File: src/rtl/mult_booth_seq.sv
// Sequential signed multiplier, radix-2 Booth, one iteration per clock.
// Checks the even-parity bits of both operands on capture. It then either returns the
// product with its parity bit or flags a parity error.
// Ports:
//   clk, rst          rising-edge clock, synchronous active-high reset
//   req               request, sampled only while idle
//   arg_a/arg_b       signed operands with their parity bits
//   ack               one-cycle pulse after operands are captured
//   result*           registered product, parity and error flag, held until next result_rdy
//   result_rdy        one-cycle pulse when result outputs are valid
module mult_booth_seq #(
  parameter int unsigned DATA_W = 16
) (
  input  logic                  clk,
  input  logic                  rst,
  input  logic                  req,
  input  logic [DATA_W-1:0]     arg_a,
  input  logic                  arg_a_parity,
  input  logic [DATA_W-1:0]     arg_b,
  input  logic                  arg_b_parity,
  output logic                  ack,
  output logic [2*DATA_W-1:0]   result,
  output logic                  result_parity,
  output logic                  result_rdy,
  output logic                  arg_parity_error
);

  localparam int unsigned CntW = $clog2(DATA_W + 1);
  localparam int unsigned AccW = 2 * DATA_W + 2;

  typedef enum logic [1:0] {StIdle, StMul, StErr, StDone} state_e;

  state_e                state_q;
  logic [CntW-1:0]       cnt_q;
  logic [DATA_W-1:0]     a_q;
  // Accumulator layout: {P[DATA_W:0], Q[DATA_W-1:0], q_-1}
  logic [AccW-1:0]       acc_q;
  logic                  ack_q;
  logic [2*DATA_W-1:0]   result_q;
  logic                  result_parity_q;
  logic                  result_rdy_q;
  logic                  perr_q;

  logic                  perr_in;
  logic [DATA_W:0]       a_ext;
  logic [DATA_W:0]       p_cur;
  logic [DATA_W:0]       p_sum;
  logic signed [AccW-1:0] acc_step;
  logic signed [AccW-1:0] acc_shift;
  logic [2*DATA_W-1:0]   product;

  always_comb begin
    perr_in = (arg_a_parity != ^arg_a) || (arg_b_parity != ^arg_b);
    a_ext   = {a_q[DATA_W-1], a_q};
    p_cur   = acc_q[AccW-1 -: (DATA_W + 1)];
    case (acc_q[1:0])
      2'b01:   p_sum = p_cur + a_ext;
      2'b10:   p_sum = p_cur - a_ext;
      default: p_sum = p_cur;
    endcase
    acc_step  = {p_sum, acc_q[DATA_W:0]};
    acc_shift = acc_step >>> 1;
    // After the final shift the exact product sits in {P[DATA_W-1:0], Q}.
    product   = acc_shift[2*DATA_W:1];
  end

  always_ff @(posedge clk) begin
    if (rst) begin
      state_q         <= StIdle;
      cnt_q           <= '0;
      a_q             <= '0;
      acc_q           <= '0;
      ack_q           <= 1'b0;
      result_q        <= '0;
      result_parity_q <= 1'b0;
      result_rdy_q    <= 1'b0;
      perr_q          <= 1'b0;
    end else begin
      ack_q        <= 1'b0;
      result_rdy_q <= 1'b0;
      case (state_q)
        StIdle: begin
          if (req) begin
            a_q     <= arg_a;
            acc_q   <= {{(DATA_W + 1){1'b0}}, arg_b, 1'b0};
            cnt_q   <= '0;
            ack_q   <= 1'b1;
            state_q <= perr_in ? StErr : StMul;
          end
        end
        StMul: begin
          acc_q <= acc_shift;
          cnt_q <= cnt_q + 1'b1;
          // Last Booth step: the result is registered on the same edge.
          if (cnt_q == CntW'(DATA_W - 1)) begin
            result_q        <= product;
            result_parity_q <= ^product;
            perr_q          <= 1'b0;
            result_rdy_q    <= 1'b1;
            state_q         <= StDone;
          end
        end
        StErr: begin
          result_q        <= '0;
          result_parity_q <= 1'b0;
          perr_q          <= 1'b1;
          result_rdy_q    <= 1'b1;
          state_q         <= StIdle;
        end
        StDone: begin
          state_q <= StIdle;
        end
        default: begin
          state_q <= StIdle;
        end
      endcase
    end
  end

  assign ack              = ack_q;
  assign result           = result_q;
  assign result_parity    = result_parity_q;
  assign result_rdy       = result_rdy_q;
  assign arg_parity_error = perr_q;

endmodule

File: config.mk
export PLATFORM = sky130hd
export DESIGN_NAME = mult_booth_seq
export DESIGN_NICKNAME = d
export VERILOG_FILES = /design/src/rtl/mult_booth_seq.sv
export SDC_FILE = /design/constraint.sdc
export NUM_CORES = 1
export LEC_CHECK = 0
export ABC_AREA = 1
export BUFFER_PORTS_ARGS = -buffer_cell sky130_fd_sc_hd__buf_2
export CAP_MARGIN = 10
export CELL_PAD_IN_SITES_DETAIL_PLACEMENT = 0
export CELL_PAD_IN_SITES_GLOBAL_PLACEMENT = 2
export CORE_MARGIN = 2
export CORE_UTILIZATION = 29
export CTS_CLUSTER_DIAMETER = 80
export DETAILED_ROUTE_END_ITERATION = 8
export PLACE_DENSITY_LB_ADDON = 0.1
export SYNTH_ARGS = -nofsm -noshare
export SYNTH_HDL_FRONTEND = slang
export SYNTH_SLANG_ARGS = --single-unit
export TNS_END_PERCENT = 50
File: constraint.sdc
create_clock -name clk -period 3.2 [get_ports clk]
set_clock_uncertainty 0.15 [all_clocks]
set_input_delay 0.32 -clock clk [delete_from_list [all_inputs] [get_ports clk]]
set_output_delay 0.32 -clock clk [all_outputs]
set_load 0.01 [all_outputs]
Yosys cells after proc, flatten, opt, wreduce, memory -nomap -nowiden

Index checks and enable logic that the tools add are counted.

Register bits after elaboration: 93
Output and inout port bits: 36
Word-level logic and storage cells: 54

$add $sub $neg: 3
Equal/unequal tests: 10
Multiplexer cells: 18
Bitwise logic cells: 1
Reductions and logical operators: 13

Operators with widths:

| kind                                                             | number |
|---|---|
| 34-bit one-hot mux with 2 select lines                           | 1 |
| 32-bit one-hot mux with 2 select lines                           | 1 |
| 34-bit 2-to-1 mux                                                | 1 |
| 17-bit one-hot mux with 2 select lines                           | 1 |
| 32-bit 2-to-1 mux                                                | 1 |
| 16-bit XOR reduction                                             | 2 |
| 32-bit XOR reduction                                             | 1 |
| 17-bit adder                                                     | 1 |
| 17-bit subtractor                                                | 1 |
| 5-bit one-hot mux with 2 select lines                            | 1 |
| 2-bit AND reduction                                              | 4 |
| 2-bit == test (second input constant)                            | 3 |
| 2-bit 2-to-1 mux                                                 | 3 |
| 1-bit one-hot mux with 2 select lines                            | 3 |
| 2-bit one-hot mux with 3 select lines                            | 1 |
| 5-bit by 1-bit adder with 5-bit output (second input constant)   | 1 |
| 5-bit by 4-bit == test with 1-bit output (second input constant) | 1 |
| 5-bit 2-to-1 mux                                                 | 1 |
| 2-bit by 1-bit == test with 1-bit output (second input constant) | 2 |
| 1-bit 2-to-1 mux                                                 | 4 |
| 2-bit inequality test (second input constant)                    | 2 |
| 2-bit nonzero test                                               | 2 |
| 2-bit OR reduction                                               | 2 |
| 2-bit logical NOT                                                | 1 |
| other kinds (3)                                                  | 4 |

Depth between registers and ports, before layout

Gate-level depths: netlist of the first run.

Depth after elaboration: 6
Mapped depth: 32
Depth with buffers taken out: 30

Worst setup path after synthesis of the first run

No wires, ideal clock.

Path kind: flip-flop to flip-flop
Start point: reg acc_q[0]
End point: reg result_parity_q, in the netlist result_parity
Library setup time: 0.067 ns
Arrival time: 3.085 ns
Required time: 2.983 ns
Setup slack: -0.103 ns
Cell stages (with the launch flop): 30
Period minus slack after synthesis: 3.303 ns
Cell sequence: dfxtp_1 -> inv_1 -> ha_1 -> buf_4 -> inv_1 -> buf_2 -> o21ai_0 -> nand2_1 -> nor2_1 -> nand3_1 -> xor2_1 -> inv_1 -> ha_1 -> inv_1 -> nor3_1 -> and2_1 -> nand2_1 -> nand2_1 -> nand2_1 -> nand3_1 -> nand2_1 -> inv_1 -> nand2_1 -> nand2_1 -> nand2_1 -> nand3_1 -> nand2_1 -> nand2_1 -> nand3_2 -> a21oi_2

Word-level cells in the longest chain between the ends: 5

RTL lines:

| what                                                                      | line | source |
|---|---|---|
| from (decl)                                                               | 37   | `logic [AccW-1:0] acc_q;` |
| from (signal assigned)                                                    | 85   | `acc_q <= {{(DATA_W + 1){1'b0}}, arg_b, 1'b0};` |
| from (signal assigned)                                                    | 92   | `acc_q <= acc_shift;` |
| 2-bit == test or 2-bit by 1-bit == test with 1-bit output (tied branches) | 56   | `case (acc_q[1:0])` |
| 17-bit one-hot mux with 2 select lines (*)                                | 56   |  |
| 32-bit XOR reduction (*)                                                  | 97   | `result_parity_q <= ^product;` |
| 1-bit 2-to-1 mux (*)                                                      | 95   | `if (cnt_q == CntW'(DATA_W - 1)) begin` |
| 1-bit one-hot mux with 2 select lines (*)                                 | 81   | `case (state_q)` |
| to (signal assigned)                                                      | 97   |  |
| to (decl)                                                                 | 40   | `logic result_parity_q;` |

Every way passes the cells marked *; elsewhere a longest branch is shown, timed or not. The select of a mux whose other input is x is not followed.
A chain may end at the register's enable or synchronous reset.

Worst setup path after layout of the first run

Same ends and word-level chain as after synthesis.

==> out/qor.txt, run 1 <==
Total CTS buffers -> 9
Final worst slack -> -0.1089 ns
Fillers -> 2183
GPL Wtd Cong -> 0.8100
# setup viols final -> 3
CP Launch Type -> flop
Detailed Place HPWL -> 13.90 mm
Share of the synthesized area in the top cell type -> 31.19%
Area of the die -> 0.02152 sq mm
Final Cycle Share -> 103.4%
Share of layout cells above drive strength 1 -> 29.51%
Cell variety after synth -> 35
Seq cells post-synth -> 92
CTS Buffer Depth -> 2
Crit end category -> flop
Placeable Area -> 0.02010 sq mm
Hold_sp -> arg_a[12]
Syn Inst Count -> 934
Die width -> 146.7 microns
Commonest non-fill, non-tap cell in the layout -> nand2_1
Worst Path Max Fanout -> 6
Max Slew Vio Count -> 0
RR Startpoint -> acc_q[0]
Post-synthesis cell area -> 0.005904 sq mm
Leakage power -> 0.003748 uW
R2R cell count -> 23
Reg area -> 0.001852 sq mm
Syn nets -> 995
Pwr per Cell Area -> 1045 mW/mm^2
Die Height -> 146.7 microns
Fmax -> 0.3022 GHz
CTS tree -> done
Pin count of the biggest net entering global routing -> 58
Clk_lat worst skew -> 0.35 ns
Status -> finished, violations left
RSZ-0062 raised after global routing -> true
Post-CTS Hold Fix Bufs -> 0
Initial Util -> 29.37%
Number of flops mapped to enable cells by yosys -> 0
Main area contributors after synthesis -> dfxtp_1, nand2_1, inv_1
IR drop worst, VDD -> 360.4 uV
Register area share after synthesis -> 31.19%
DR vias/cell -> 4.459
DRT Wirelength -> 17.92 mm
Avg Cell Area, Syn -> 6.322 sq um
Failing checks -> setup timing
HP Class -> input port to flop
Worst EP required -> 3.32 ns
# rows -> 52
Design Area, Final -> 0.008040 sq mm
P&R area growth vs syn -> 36.17%
CTS root buf -> clkbuf_16
IO Count -> 73
Final min period -> 3.309 ns
Worst reg-to-reg setup slack -> -0.11 ns
Multi-input logic area -> 0.004090 sq mm
Drt pass-1 iters -> 4
Worst hold slack -> 0.09678 ns
Ant. Diodes -> 0
DR DRC count -> 0
Dominant synthesized flop cell -> dfxtp_1
Slew HR -> 28.25%
Ys async rst share -> 0%
Max Cap Violations -> 0
CTS Sinks -> 92
DRT antenna net count -> 0
Initial DRC count -> 186
Vias in the first global route -> 5821
Yosys warning count -> 0
Capturing point of the worst reg2reg path -> result_parity
GR Overflow Total -> 0
Hold Vio Cnt, Final -> 0
Area leader, netlist -> dfxtp_1
First-pass GRT wire length -> 29.48 mm
Slew @ Worst Pin -> 1.075 ns
DR vias -> 6024
Worst Hold End -> a_q[12]
Port buffer count -> 72
Cell Area, Placed -> 0.007118 sq mm
Overall Global Routing Usage -> 17.01%
Reg clk slew, reported paths -> 0.07 ns
Avg WL per Cell -> 13.26 microns
Hold depth -> 3
WP data arrival -> 3.43 ns
Initial antenna violation count -> 0
H-tree depth -> 3
Kind of critical path -> flop to flop
Most frequent cells in the layout -> nand2_1, buf_4, dfxtp_1
Fin nets -> 1137
==> synth_stat cells (all sizes together), types with 4 or more instances <==
cell	number
or2	13
clkbuf	26
buf	7
nor2	54
a31oi	16
inv	98
nor3	7
xnor2	31
ha	23
o21ai	45
nand4	4
nand2	354
dfxtp	92
a21oi	71
xor2	32
nand3	48
==> registers in the layout, summed over array words and instances (netlist names) <==
name / cells
a_q: 16
acc_q: 33
ack: 1
arg_parity_error: 1
cnt_q: 5
result: 32
result_parity: 1
result_rdy: 1
state_q: 2
==> worst max-delay path, stage by stage (launching register included) <==
cell and delay, ns:
dfxtp_2 0.32, inv_2 0.06, ha_4 0.18, inv_2 0.06, buf_6 0.13, o21ai_1 0.21, nand4_1 0.21, xor2_2 0.22
ha_4 0.32, nand2_4 0.06, buf_12 0.12, nor3_4 0.14, nand2_1 0.09, nand2_2 0.07, nand2_2 0.07, nand4_1 0.13
nand2_2 0.09, nand2_2 0.09, nand2_2 0.07, nand2_2 0.06, nand3_2 0.06, nand3_1 0.11, nand3_2 0.08, a21oi_2 0.12
==> logic make-up (layout without fill, tap and decap cells) <==
| family | Yosys count | count (layout) | share of synthesized area [%] |
|---|---|---|---|
| compound gates | 137 | 137 | 12.27 |
| xor+xnor | 63 | 63 | 9.472 |
| fa+ha+maj | 24 | 24 | 5.213 |
| buf+inv | 134 | 281 | 8.773 |
| flops | 92 | 92 | 31.19 |
| simple gates | 484 | 484 | 33.08 |
==> through the flow <==
step | total power [uW] | utilization, % | setup slack (ns) | std cells | TNS (ns)
floorplan | 4625 | - | 0.0001323 | 934 | 0
global placement | 6506 | 35.41 | -0.3501 | 1326 | -0.5565
global route | 9194 | 39.99 | -0.3295 | 1351 | -0.9615
CTS | 8055 | 38.51 | -0.08917 | 1347 | -0.1951
detailed placement | 6482 | 35.41 | -0.3446 | 1326 | -0.5764
finish | 8404 | 39.99 | -0.1089 | 1351 | -0.2848
==> worst max-delay path by stage <==
stage / slack, ns / depth (start not counted) / endpoint / startpoint
floorplan: 0.0001 / 30 / result_parity / acc_q[0]
global placement: -0.35 / 27 / result_parity / acc_q[0]
detailed placement: -0.34 / 28 / result_parity / acc_q[0]
CTS: -0.09 / 28 / result_parity / acc_q[0]
global route: -0.33 / 28 / result_parity / acc_q[0]
finish: -0.11 / 23 / result_parity / acc_q[0]
==> routing by layer <==
layer  track usage, %  wire [microns]  share of wire [%]
met2            29.86            8723                 49
met3            2.578             358                2.0
met1            21.98            8665                 48
met5                0               0                  0
met4            4.029             168               0.94
==> power by group <==
part           total, uW  internal [uW]  switching, uW
Combinational       5690           2510           3180
Sequential          1600           1340            260
Clock               1120            650            467
==> cell type report <==
type | count | share of cell area [%]
multi-input cells | 708 | 50.87
flip-flops and latches | 92 | 23.03
repair buffers | 164 | 13.32
inverters | 101 | 4.715
well taps | 270 | 4.202
clock buffers | 11 | 3.143
clock inverters | 5 | 0.7158
==> what timing repair did <==
action,CTS,global route
setup buffers,5,4
gates resized for setup,71,70
pin swaps,22,31
setup endpoints to repair,7,9
(Power assumes the default switching activity.)
==> inputs of run 2 (changes only) <==
SETUP_SLACK_MARGIN = 0.15   (was unset)
==> run 2 against run 1 <==
The run still ends with setup timing left. Register-to-register slack gained 0.02 ns. Via count is 1.3% lower. Global-route usage fell by 0.057 points. Critical path depth up 1. Sequential share of layout area is 0.47 points lower. Fmax is 0.52% higher. Flip-flop and latch count unchanged. Design area grew 2.1%. Combinational power is 2% higher. Setup slack better by 0.017 ns. Count of clock-buffer cells in the layout is 2 lower. Sequential power about the same. Critical path type unchanged. Critical endpoint is now acc_q[32].
==> out/qor.txt, run 2 (synthesized netlist as in run 1, its figures left out) <==
Overall Global Routing Usage -> 16.95%
Port buffer count -> 72
Design Area, Final -> 0.008207 sq mm
Placeable Area -> 0.02010 sq mm
IO Count -> 73
Clk_lat worst skew -> 0.35 ns
Die Height -> 146.7 microns
Final worst slack -> -0.09178 ns
DP Cell Count -> 1325
Most flop-heavy register -> acc_q
Ant. Diodes -> 0
Reg clk slew, reported paths -> 0.07 ns
Pin count of the biggest net entering global routing -> 58
CP bufs+invs -> 9
Hold Vio Cnt, Final -> 0
IR drop worst, VDD -> 415.3 uV
Kind of critical path -> flop to flop
DRT Wirelength -> 17.81 mm
CP top delay family -> buffers and inverters
Slew HR -> 30.59%
Design Power -> 8675 uW
WP data arrival -> 3.35 ns
Reg area -> 0.001852 sq mm
DRT antenna net count -> 0
Failing checks -> setup timing
Number of flip-flops in the largest register -> 33
Slew @ Worst Pin -> 1.040 ns
# setup viols final -> 3
Finished Layout Cells -> 1356
Hold depth -> 3
Commonest non-fill, non-tap cell in the layout -> nand2_1
Initial DRC count -> 227
First-pass GRT wire length -> 29.33 mm
CTS Buffer Depth -> 2
Max Cap Violations -> 0
Drt pass-1 iters -> 4
HP Class -> input port to flop
Final standard cell utilization of the core -> 40.82%
Final Cycle Share -> 102.9%
Initial antenna violation count -> 0
RSZ-0062 raised after global routing -> true
Share of layout cells above drive strength 1 -> 30.29%
Worst EP required -> 3.26 ns
Crit end category -> flop
Leakage power -> 0.003824 uW
Cell breakdown of the critical path -> inv_2 > ha_4 > a21oi_4 > nor2_4 > buf_4 > xnor2_2 > inv_2 > ha_4 > buf_4 > nand2_1 > nand2_2 > a21oi_2 > nand2_4 > buf_4 > a21oi_2 > nand2_1 > nand4_1 > nand2_2 > buf_4 > buf_6 > buf_6 > buf_6 > nand2_4 > a21oi_2
GPL Wtd Cong -> 0.7912
Vias in the first global route -> 5810
CP Launch Type -> flop
DR DRC count -> 0
Fmax -> 0.3038 GHz
Avg WL per Cell -> 13.13 microns
Die width -> 146.7 microns
Fin nets -> 1142
CTS Sinks -> 92
DR vias/cell -> 4.383
R2R cell count -> 24
Multi-input logic area -> 0.004164 sq mm
Capturing point of the worst reg2reg path -> acc_q[32]
Worst Path Max Fanout -> 6
Initial Util -> 29.37%
DR vias -> 5943
Fillers -> 2209
Cell Area, Placed -> 0.007148 sq mm
Worst Hold End -> acc_q[10]
CP max-delay cell -> dfxtp_2
Most frequent cells in the layout -> nand2_1, buf_4, dfxtp_1
Status -> finished, violations left
RR Startpoint -> acc_q[0]
Area of the die -> 0.02152 sq mm
Pwr per Cell Area -> 1057 mW/mm^2
Final min period -> 3.292 ns
Most common cell on crit path -> buf_4
CTS tree -> done
Detailed Place HPWL -> 13.69 mm
Max Slew Vio Count -> 0
P&R area growth vs syn -> 38.99%
Total CTS buffers -> 9
Crit path largest cell delay -> 0.33 ns
# rows -> 52
Hold_sp -> arg_b[9]
CTS root buf -> clkbuf_16
Worst reg-to-reg setup slack -> -0.09 ns
GR Overflow Total -> 0
H-tree depth -> 3
## run 2: changes by cell type in the layout (fill, tap and decap cells not counted), sizes merged
cell	delta
buf	+5
bufinv	+2
clkbuf	-2
## run 2: power by group
part / leakage, uW / total, uW / switching (uW) / internal, uW
combinational: 0.00290 / 5830 / 3210 / 2610
sequential: 0.000751 / 1590 / 251 / 1340
clock: 0.000172 / 1260 / 489 / 771
total: 0.00382 / 8680 / 3950 / 4720
## run 2: timing repair
action | CTS | global route
pin swaps | 39 | 34
hold buffers | 0 | 0
gates resized for setup | 89 | 58
setup endpoints to repair | 11 | 18
setup buffers | 9 | 6
## run 2: final cells by class
cell class              instances  area share (%)
repair buffers                169           13.65
multi-input cells             708           50.74
inverters                     101           4.681
flip-flops and latches         92           22.56
well taps                     270           4.116
clock inverters                 7           1.509
clock buffers                   9           2.744
## run 2: per-layer routing
layer | up-vias | GRT usage [%] | routed length (microns)
met2 | 63 | 28.43 | 8386
li1 | 3232 | - | -
met3 | 10 | 2.609 | 370
met4 | 0 | 4.417 | 201
met5 | - | 0 | 0
met1 | 2638 | 22.80 | 8849
## run 2: tightest hold or removal path, stage by stage
cell and delay [ns]:
buf_2 0.11, nand2_1 0.05, a31oi_1 0.07
## run 2: worst max-delay path by stage
stage,startpoint,endpoint,slack (ns),cells after the start
finish,acc_q[0],acc_q[32],-0.09,24
detailed placement,acc_q[0],result_parity,-0.34,25
CTS,acc_q[0],result_parity,-0.07,28
global route,a_q[1],result_parity,-0.32,26
global placement,acc_q[0],result_parity,-0.37,25
floorplan,acc_q[0],result_parity,0.04,30
## run 2: per-stage QoR
step / setup slack (ns) / TNS (ns) / hold slack (ns)
global route: -0.3197 / -0.9288 / 0.1029
CTS: -0.07156 / -0.1204 / 0.08707
global placement: -0.3682 / -0.3735 / 0.3006
detailed placement: -0.3354 / -0.3354 / 0.3027
floorplan: 0.04259 / 0 / 0.3010
finish: -0.09178 / -0.2278 / 0.09738
==> inputs of run 3 (changes only) <==
SETUP_SLACK_MARGIN = 0.2   (was 0.15)
==> run 3 against run 2 <==
Cell count about the same. Critical path type unchanged. Flip-flop and latch count unchanged. Total power increased by 0.29%. Fmax about the same. Combinational power about the same. Clock power about the same. Critical endpoint unchanged. Die area unchanged. Global-route usage unchanged. First-iteration DRC count increased by 2.2%. The flow still finishes with violations (setup timing).
==> out/qor.txt, run 3 (synthesized netlist as in run 1, its figures left out) <==
Status -> finished, violations left
Failing checks -> setup timing
WP data arrival -> 3.35 ns
First-pass GRT wire length -> 29.33 mm
Hold Vio Cnt, Final -> 0
GR Overflow Total -> 0
Most frequent cells in the layout -> nand2_1, buf_4, dfxtp_1
Overall Global Routing Usage -> 16.95%
Final setup TNS -> -0.2204 ns
Die width -> 146.7 microns
DP Cell Count -> 1325
Reg clk slew, reported paths -> 0.07 ns
DR vias/cell -> 4.385
DRT antenna net count -> 0
CTS root buf -> clkbuf_16
Ant. Diodes -> 0
DR DRC count -> 0
Reg area -> 0.001853 sq mm
Clk_lat worst skew -> 0.35 ns
IO Count -> 73
Fin nets -> 1143
Finished Layout Cells -> 1357
CP Launch Type -> flop
Pwr per Cell Area -> 1057 mW/mm^2
Number of flip-flops in the largest register -> 33
P&R area growth vs syn -> 39.35%
Max Slew Vio Count -> 0
Worst EP required -> 3.26 ns
Final Cycle Share -> 102.9%
RSZ-0062 raised after global routing -> true
Most flop-heavy register -> acc_q
Commonest non-fill, non-tap cell in the layout -> nand2_1
Initial antenna violation count -> 0
Max Cap Violations -> 0
Placeable Area -> 0.02010 sq mm
Vias in the first global route -> 5811
Total CTS buffers -> 9
CTS Buffer Depth -> 2
CTS Sinks -> 92
Fillers -> 2204
Final worst slack -> -0.09304 ns
Drt pass-1 iters -> 4
Share of layout cells above drive strength 1 -> 30.73%
Post-CTS Hold Fix Bufs -> 0
Multi-input logic area -> 0.004177 sq mm
Worst Path Max Fanout -> 6
Initial DRC count -> 232
H-tree depth -> 3
Initial Util -> 29.37%
Slew HR -> 30.78%
GPL Wtd Cong -> 0.7912
DRT Wirelength -> 17.80 mm
# setup viols final -> 3
DR vias -> 5950
Detailed Place HPWL -> 13.69 mm
Crit end category -> flop
Avg WL per Cell -> 13.12 microns
Port buffer count -> 72
Worst hold slack -> 0.09731 ns
IR drop worst, VDD -> 417.0 uV
Design Power -> 8700 uW
# rows -> 52
CTS tree -> done
Area of the die -> 0.02152 sq mm
Final min period -> 3.293 ns
Fmax -> 0.3037 GHz
Slew @ Worst Pin -> 1.037 ns
Die Height -> 146.7 microns
Kind of critical path -> flop to flop
Leakage power -> 0.003835 uW
HP Class -> input port to flop
Pin count of the biggest net entering global routing -> 58
run 3: changes by cell type in the layout (fill, tap and decap cells not counted), sizes merged:
cell / change
buf: +1
run 3: critical path, stage by stage (launching register included):
cell     delay, ns
dfxtp_2       0.33
inv_2         0.04
ha_4          0.19
a21oi_4       0.14
nor2_4        0.06
buf_4         0.14
xnor2_2       0.13
inv_2         0.07
ha_4          0.22
buf_4         0.14
nand2_1       0.07
nand2_2       0.06
a21oi_2       0.19
nand2_4       0.08
buf_4         0.14
a21oi_2       0.10
nand2_1       0.09
nand4_1       0.16
nand2_2       0.08
buf_4         0.14
buf_6         0.10
buf_6         0.10
buf_6         0.12
nand2_4       0.05
a21oi_2       0.07
run 3: where the power goes:
part	switching [uW]	internal [uW]	total, uW	leakage [uW]
Combinational	3220	2630	5850	0.00291
Clock	489	771	1260	0.000172
Sequential	251	1340	1590	0.000752
run 3: final cells by class:
cell class / count / area share, %
Multi-Input combinational cell: 708 / 50.76
Timing Repair Buffer: 170 / 13.70
Clock buffer: 9 / 2.737
Inverter: 101 / 4.668
Tap cell: 270 / 4.106
Clock inverter: 7 / 1.505
Sequential cell: 92 / 22.52
run 3: path summary, 6_finish.rpt:
check / slack [ns] / to / start / cells past startpoint
worst max-delay path: -0.09 / acc_q[32] / acc_q[0] / 24
worst max register to register: -0.09 / acc_q[32] / acc_q[0] / 24
worst min-delay path: 0.1 / acc_q[10] / arg_b[9] / 3
worst min register to register: 0.31 / result[26] / result[26] / 2
run 3: per-stage QoR:
stage	instance area (sq um)	util, %	setup slack, ns
global placement	7148	35.56	-0.3682
finish	8228	40.93	-0.09304
global route	8228	40.93	-0.3225
detailed placement	7148	35.56	-0.3354
floorplan	5968	-	0.04259
CTS	7911	39.35	-0.07156
run 3: timing repair:
| item | 4_1_cts | 5_1_grt |
|---|---|---|
| endpoints found under the hold margin | 0 | 0 |
| setup endpoints to repair | 16 | 21 |
| gates resized for setup | 89 | 63 |
| buffers inserted | 9 | 7 |
| cloned | 0 | 0 |
| pin swaps | 39 | 35 |
run 3: routing by layer:
layer / part of all wire [%] / wire [microns] / vias to the layer above / global-route usage [%]
met4: 1.1 / 202 / 0 / 4.417
met2: 47 / 8393 / 59 / 28.43
li1: - / - / 3234 / -
met5: 0 / 0 / - / 0
met3: 1.9 / 346 / 10 / 2.609
met1: 50 / 8859 / 2647 / 22.80
